### src/rtl/grad_arb_pkg.sv
// Shared constants and FSM state type for the gradient serialiser arbiter.
package grad_arb_pkg;
  localparam int NCHAN       = 4;
  localparam int CHAN_W      = 2;
  localparam int DATA_W_DEF  = 24;
  localparam int TMO_CYC_DEF = 15;

  typedef enum logic [1:0] {
    IDLE,
    START,
    WAIT_BUSY,
    WAIT_DONE
  } arb_state_e;
endpackage

### src/rtl/grad_serial_arb_rr_pick.sv
// Combinational round-robin picker: first full channel after last_grant, wrapping.
module rr_pick
  import grad_arb_pkg::*;
(
  input  logic [NCHAN-1:0]  full,
  input  logic [CHAN_W-1:0] last_grant,
  output logic [CHAN_W-1:0] gnt,
  output logic              gnt_vld
);
  logic [CHAN_W-1:0] idx;

  // Walk from farthest to nearest so the nearest full channel wins.
  always_comb begin
    gnt     = '0;
    gnt_vld = 1'b0;
    idx     = '0;
    for (int i = NCHAN; i >= 1; i--) begin
      idx = last_grant + CHAN_W'(i);
      if (full[idx]) begin
        gnt     = idx;
        gnt_vld = 1'b1;
      end
    end
  end
endmodule

### src/rtl/grad_serial_arb.sv
// Four-channel holding registers arbitrated round-robin onto one DAC serialiser.
// Optional busy-handshake timeout enabled by defining GRAD_ARB_TIMEOUT_EN.
module grad_serial_arb
  import grad_arb_pkg::*;
#(
  parameter int DATA_W  = DATA_W_DEF,
  parameter int TMO_CYC = TMO_CYC_DEF
) (
  input  logic                    s0_axi_aclk,
  input  logic                    s0_axi_aresetn,
  input  logic [NCHAN-1:0]        req_valid_i,
  input  logic [NCHAN*DATA_W-1:0] req_data_i,
  output logic [NCHAN-1:0]        req_ready_o,
  output logic [DATA_W-1:0]       ser_data_o,
  output logic [CHAN_W-1:0]       ser_chan_o,
  output logic                    ser_start_o,
  input  logic                    ser_busy_i,
  output logic                    update_o,
  output logic                    err_o,
  input  logic                    err_clr_i
);
  arb_state_e state, state_nxt;

  logic [NCHAN-1:0][DATA_W-1:0] hold_data;
  logic [NCHAN-1:0]             hold_full;
  logic [NCHAN-1:0]             accept, take;
  logic [CHAN_W-1:0]            last_grant, gnt;
  logic                         gnt_vld, grant_fire, done_fire, tmo_fire;

  assign req_ready_o = ~hold_full;
  assign accept      = req_valid_i & ~hold_full;
  assign grant_fire  = (state == IDLE) && gnt_vld && !ser_busy_i;
  assign done_fire   = (state == WAIT_DONE) && !ser_busy_i;
  assign take        = grant_fire ? (NCHAN'(1) << gnt) : '0;
  assign ser_start_o = (state == START);

  rr_pick u_rr_pick (
    .full       (hold_full),
    .last_grant (last_grant),
    .gnt        (gnt),
    .gnt_vld    (gnt_vld)
  );

  // Accept and take never coincide: accept needs empty, take needs full.
  for (genvar n = 0; n < NCHAN; n++) begin : g_hold
    always_ff @(posedge s0_axi_aclk or negedge s0_axi_aresetn) begin
      if (!s0_axi_aresetn) begin
        hold_full[n] <= 1'b0;
        hold_data[n] <= '0;
      end else if (accept[n]) begin
        hold_full[n] <= 1'b1;
        hold_data[n] <= req_data_i[n*DATA_W +: DATA_W];
      end else if (take[n]) begin
        hold_full[n] <= 1'b0;
      end
    end
  end

  always_ff @(posedge s0_axi_aclk or negedge s0_axi_aresetn) begin
    if (!s0_axi_aresetn) state <= IDLE;
    else                 state <= state_nxt;
  end

  always_comb begin
    state_nxt = state;
    case (state)
      IDLE:      if (grant_fire) state_nxt = START;
      START:     state_nxt = WAIT_BUSY;
      WAIT_BUSY: begin
        if (ser_busy_i)    state_nxt = WAIT_DONE;
        else if (tmo_fire) state_nxt = IDLE;
      end
      WAIT_DONE: if (!ser_busy_i) state_nxt = IDLE;
      default:   state_nxt = IDLE;
    endcase
  end

  // A word landing on the done edge leaves a hold full next cycle, so it blocks LDAC.
  always_ff @(posedge s0_axi_aclk or negedge s0_axi_aresetn) begin
    if (!s0_axi_aresetn) begin
      ser_data_o <= '0;
      ser_chan_o <= '0;
      last_grant <= CHAN_W'(NCHAN - 1);
      update_o   <= 1'b0;
    end else begin
      update_o <= done_fire && !(|hold_full) && !(|accept);
      if (grant_fire) begin
        ser_data_o <= hold_data[gnt];
        ser_chan_o <= gnt;
        last_grant <= gnt;
      end
    end
  end

`ifdef GRAD_ARB_TIMEOUT_EN
  localparam int TMO_W = $clog2(TMO_CYC + 1);
  logic [TMO_W-1:0] tmo_cnt;
  logic             err_q;

  assign tmo_fire = (state == WAIT_BUSY) && !ser_busy_i &&
                    (tmo_cnt == TMO_W'(TMO_CYC - 1));
  assign err_o    = err_q;

  always_ff @(posedge s0_axi_aclk or negedge s0_axi_aresetn) begin
    if (!s0_axi_aresetn) begin
      tmo_cnt <= '0;
      err_q   <= 1'b0;
    end else begin
      if (state == START)                         tmo_cnt <= '0;
      else if (state == WAIT_BUSY && !ser_busy_i) tmo_cnt <= tmo_cnt + TMO_W'(1);
      // Set beats clear when both happen together.
      if (tmo_fire)       err_q <= 1'b1;
      else if (err_clr_i) err_q <= 1'b0;
    end
  end
`else
  logic unused_cfg;
  assign tmo_fire   = 1'b0;
  assign err_o      = 1'b0;
  assign unused_cfg = err_clr_i ^ (TMO_CYC == 0);
`endif
endmodule

### config.mk
export PLATFORM = sky130hd
export DESIGN_NAME = grad_serial_arb
export DESIGN_NICKNAME = d
export VERILOG_FILES = /design/src/rtl/grad_arb_pkg.sv /design/src/rtl/grad_serial_arb_rr_pick.sv /design/src/rtl/grad_serial_arb.sv
export SDC_FILE = /design/constraint.sdc
export NUM_CORES = 1
export LEC_CHECK = 0
export BUFFER_PORTS_ARGS = -buffer_cell sky130_fd_sc_hd__buf_2
export CORE_MARGIN = 3
export CORE_UTILIZATION = 58
export DETAILED_ROUTE_END_ITERATION = 8
export PLACE_DENSITY = 0.85
export SETUP_SLACK_MARGIN = 0.02
export SLEW_MARGIN = 20
export SYNTH_ARGS = -nofsm -noshare
export SYNTH_HDL_FRONTEND = slang
export SYNTH_SLANG_ARGS = --single-unit
### constraint.sdc
create_clock -name s0_axi_aclk -period 3.74 [get_ports s0_axi_aclk]
set_input_delay 0.748 -clock s0_axi_aclk [delete_from_list [all_inputs] [get_ports s0_axi_aclk]]
set_output_delay 0.748 -clock s0_axi_aclk [all_outputs]
set_load 0.1 [all_outputs]
==> summary.txt <==
Outcome
  – Status: finished clean

STA
  – Clk_skew: 13.4 ps
  – Finish-stage setup viols: 0
  – Max-slew violation count: 0
  – Achievable Freq: 384 MHz
  – Fin Hold WS: 335 ps
  – Unrepaired setup endpoints after global routing: no
  – Crit share post-route: 69.7%
  – TNS Setup: 0 ps
  – Endpoints failing hold: 0
  – Slew HR: 37.1%
  – Worst slew pin tran: 943 ps
  – Tmin final: 2610 ps
  – Final WS setup: 1130 ps

Pwr
  – P_int: 4220 uW
  – Power Dens Cells: 1040 nW/um2
  – Peak supply drop: 673 uV
  – Seq pwr share: 34.2%
  – Clock power frac: 20.3%
  – Psw: 3270 uW
  – Leak: 0.00330 uW
  – Switching share of power: 43.6%
  – Combinational Power Share: 45.5%

Global route
  – M1 GR Usage: 32.3%
  – Routing usage on met2: 44.6%
  – Vias in the first global route: 4655
  – First-pass GRT wire length: 23400 um
  – Total global routing overflow: 0
  – Largest net degree at the start of global routing: 121
  – Initial antenna violation count: 0
  – Met3 GRT Util: 8.91%
  – GRT busiest layer: met2
  – Total global-route track usage: 26.8%

Floorplanning
  – IO Pins: 137
  – Rows: 36
  – CORE AREA: 9860 um2
  – Initial Utilization: 60.1%
  – Die area: 11500 um2
  – Die W: 107 um
  – Die H: 107 um

CTS
  – Clock Pin Slew Worst Setup and Hold Paths: 60 ps
  – Worst-Skew Late Latency: 520 ps
  – CTS tree: yes
  – Root buffer cell: clkbuf_8
  – Clock sinks: 131
  – Post CTS Setup Buffer Count: 0
  – TritonCTS buffer count: 17
  – Clock Path Buffers: 2
  – Post-CTS sizing: 0
  – H-tree depth: 4
  – Hold buffers post-CTS: 0

Critical path
  – Top delay family on crit path: buffers and inverters
  – Worst path cell trace: inv_1, buf_2
  – Crit start category: flip-flop
  – Worst EP arrival: 1860 ps
  – CP Data Required Time: 2990 ps
  – CP max FO: 18
  – Crit-path slowest cell: dfrtp_1
  – CP Class: reg2out
  – Max incr delay on CP: 610 ps
  – CP endpoint kind: primary output
  – WP buf/inv: 2

Logic synthesis
  – YS warnings: 0
  – Syn nets: 568
  – Mapped Cells: 459
  – Cell taking the most area after synthesis: dfrtp_1
  – Synth unique cells: 46
  – #FFs+latches synth: 131
  – Area contributors post-synth: dfrtp_1 54%, mux2_2 20%, nor2_1 2.9%
  – Avg Cell Area, Syn: 12.9 um2
  – Seq/Total Area, Yosys: 55.3%
  – Synth Cell Area: 5930 um2
  – Top-area cell type share of the netlist area: 54.5%

Cells and area
  – Fraction of final layout cells sized beyond drive strength 1: 49.6%
  – Fill cell count: 673
  – Diode count: 0
  – Final nets: 695
  – Area grow syn2layout: 22.1%

Place
  – # port buffers: 134
  – Final GP Congestion: 0.903
  – Post-Place Setup Slack: 1290 ps
  – Post-detail-place hpwl: 9880 um

Routing
  – 1st-pass router iterations: 4
  – WL final: 14600 um
  – Via density: 5.88
  – DR WL/cell: 20.0 um
  – Via count: 4306
  – DRC: 0
  – DR iter-0 viols: 233
  – Final ANT Viol Nets: 0

Min path
  – Worst Hold Class: in2async

Run
  – Max Cap Viol: 0
-- synthesized netlist by cell type, drive strengths merged --
cell / n
conb: 1
a21o: 2
inv: 8
nor2b: 5
nor4: 2
o2bb2ai: 10
ha: 5
nand3: 1
nor3: 2
dfrtp: 129
dfstp: 2
a211oi: 2
a311oi: 10
clkbuf: 19
o32a: 1
a221o: 1
o22ai: 15
a31oi: 1
mux2: 107
mux2i: 14
and2b: 1
a21oi: 8
nand2b: 3
a32oi: 1
o21ai: 17
nor3b: 1
nand2: 1
or3b: 1
a21boi: 10
a221oi: 15
a211o: 1
nor2: 46
buf: 16
and2: 1
-- placed cells by master, fill, tap and decap left out, types with 5 or more instances in the layout --
cell type	count
buf_4	9
mux2_2	103
inv_1	8
mux2i_1	14
buf_2	133
a221oi_1	15
o22ai_1	15
clkbuf_16	16
a311oi_1	10
nor2_1	45
a21oi_1	7
o2bb2ai_1	7
dfrtp_1	129
ha_1	5
o21ai_0	16
a21boi_0	10
-- metrics by stage --
step,cell area [um2],cells,util (%),power (uW)
2_1_floorplan,5930,459,-,5230
6_report,7240,732,73.4,7490
4_1_cts,7230,732,73.3,7510
3_5_place_dp,6680,700,67.7,5950
5_1_grt,7240,732,73.4,7900
3_3_place_gp,6680,700,67.7,5770
-- logic make-up after synthesis --
family	share of synthesized area, %
buffers and inverters	3.52
AND/OR/NAND/NOR	5.11
multiplexers	22.9
other	0.0633
AO/OA/AOI/OAI	12.0
adder cells (fa/ha/maj)	1.06
flip-flops	55.3
-- registers in the layout, summed over array words and instances, names as in the netlist --
signal / cells
ser_data_o: 24
state: 2
last_grant: 2
ser_chan_o: 2
update_o: 1
hold_data: 96
hold_full: 4
-- power groups by stage --
stage          Combinational, uW  Sequential (uW)  Clock [uW]
2_1_floorplan               1970             3260           0
3_3_place_gp                3260             2510           0
3_5_place_dp                3380             2570           0
4_1_cts                     3410             2560        1540
5_1_grt                     3620             2650        1620
6_report                    3410             2560        1520
-- per-layer routing --
metal	up-vias	wire length [um]
li1	1936	-
met1	2156	5620
met5	-	0
met3	30	1260
met4	0	348
met2	184	7420
-- layout make-up --
class | instances | area, um2 | share of cell area, %
repair buffers | 143 | 747 | 10.3
well taps | 133 | 166 | 2.30
clock inverters | 14 | 128 | 1.76
clock buffers | 18 | 418 | 5.77
flip-flops and latches | 131 | 3280 | 45.3
multi-input cells | 285 | 2470 | 34.1
inverters | 8 | 30.0 | 0.415
-- worst paths after layout --
kind / from / to / slack (ps) / depth (start not counted)
max: hold_full[1]$_DFFE_PN0P_ / req_ready_o[1] / 1130 / 2
min: s0_axi_aresetn / state[0]$_DFFE_PN0P_ / 330 / 1
max reg2reg: hold_full[1]$_DFFE_PN0P_ / ser_data_o[22]$_DFFE_PN0P_ / 1250 / 6
min reg2reg: hold_data[75]$_DFFE_PN0P_ / hold_data[75]$_DFFE_PN0P_ / 510 / 1
max in group asynchronous: s0_axi_aresetn / hold_data[18]$_DFFE_PN0P_ / 2580 / 2
min in group s0_axi_aclk: req_data_i[31] / hold_data[31]$_DFFE_PN0P_ / 460 / 2
No activity file was read; power rests on OpenSTA's default activity.
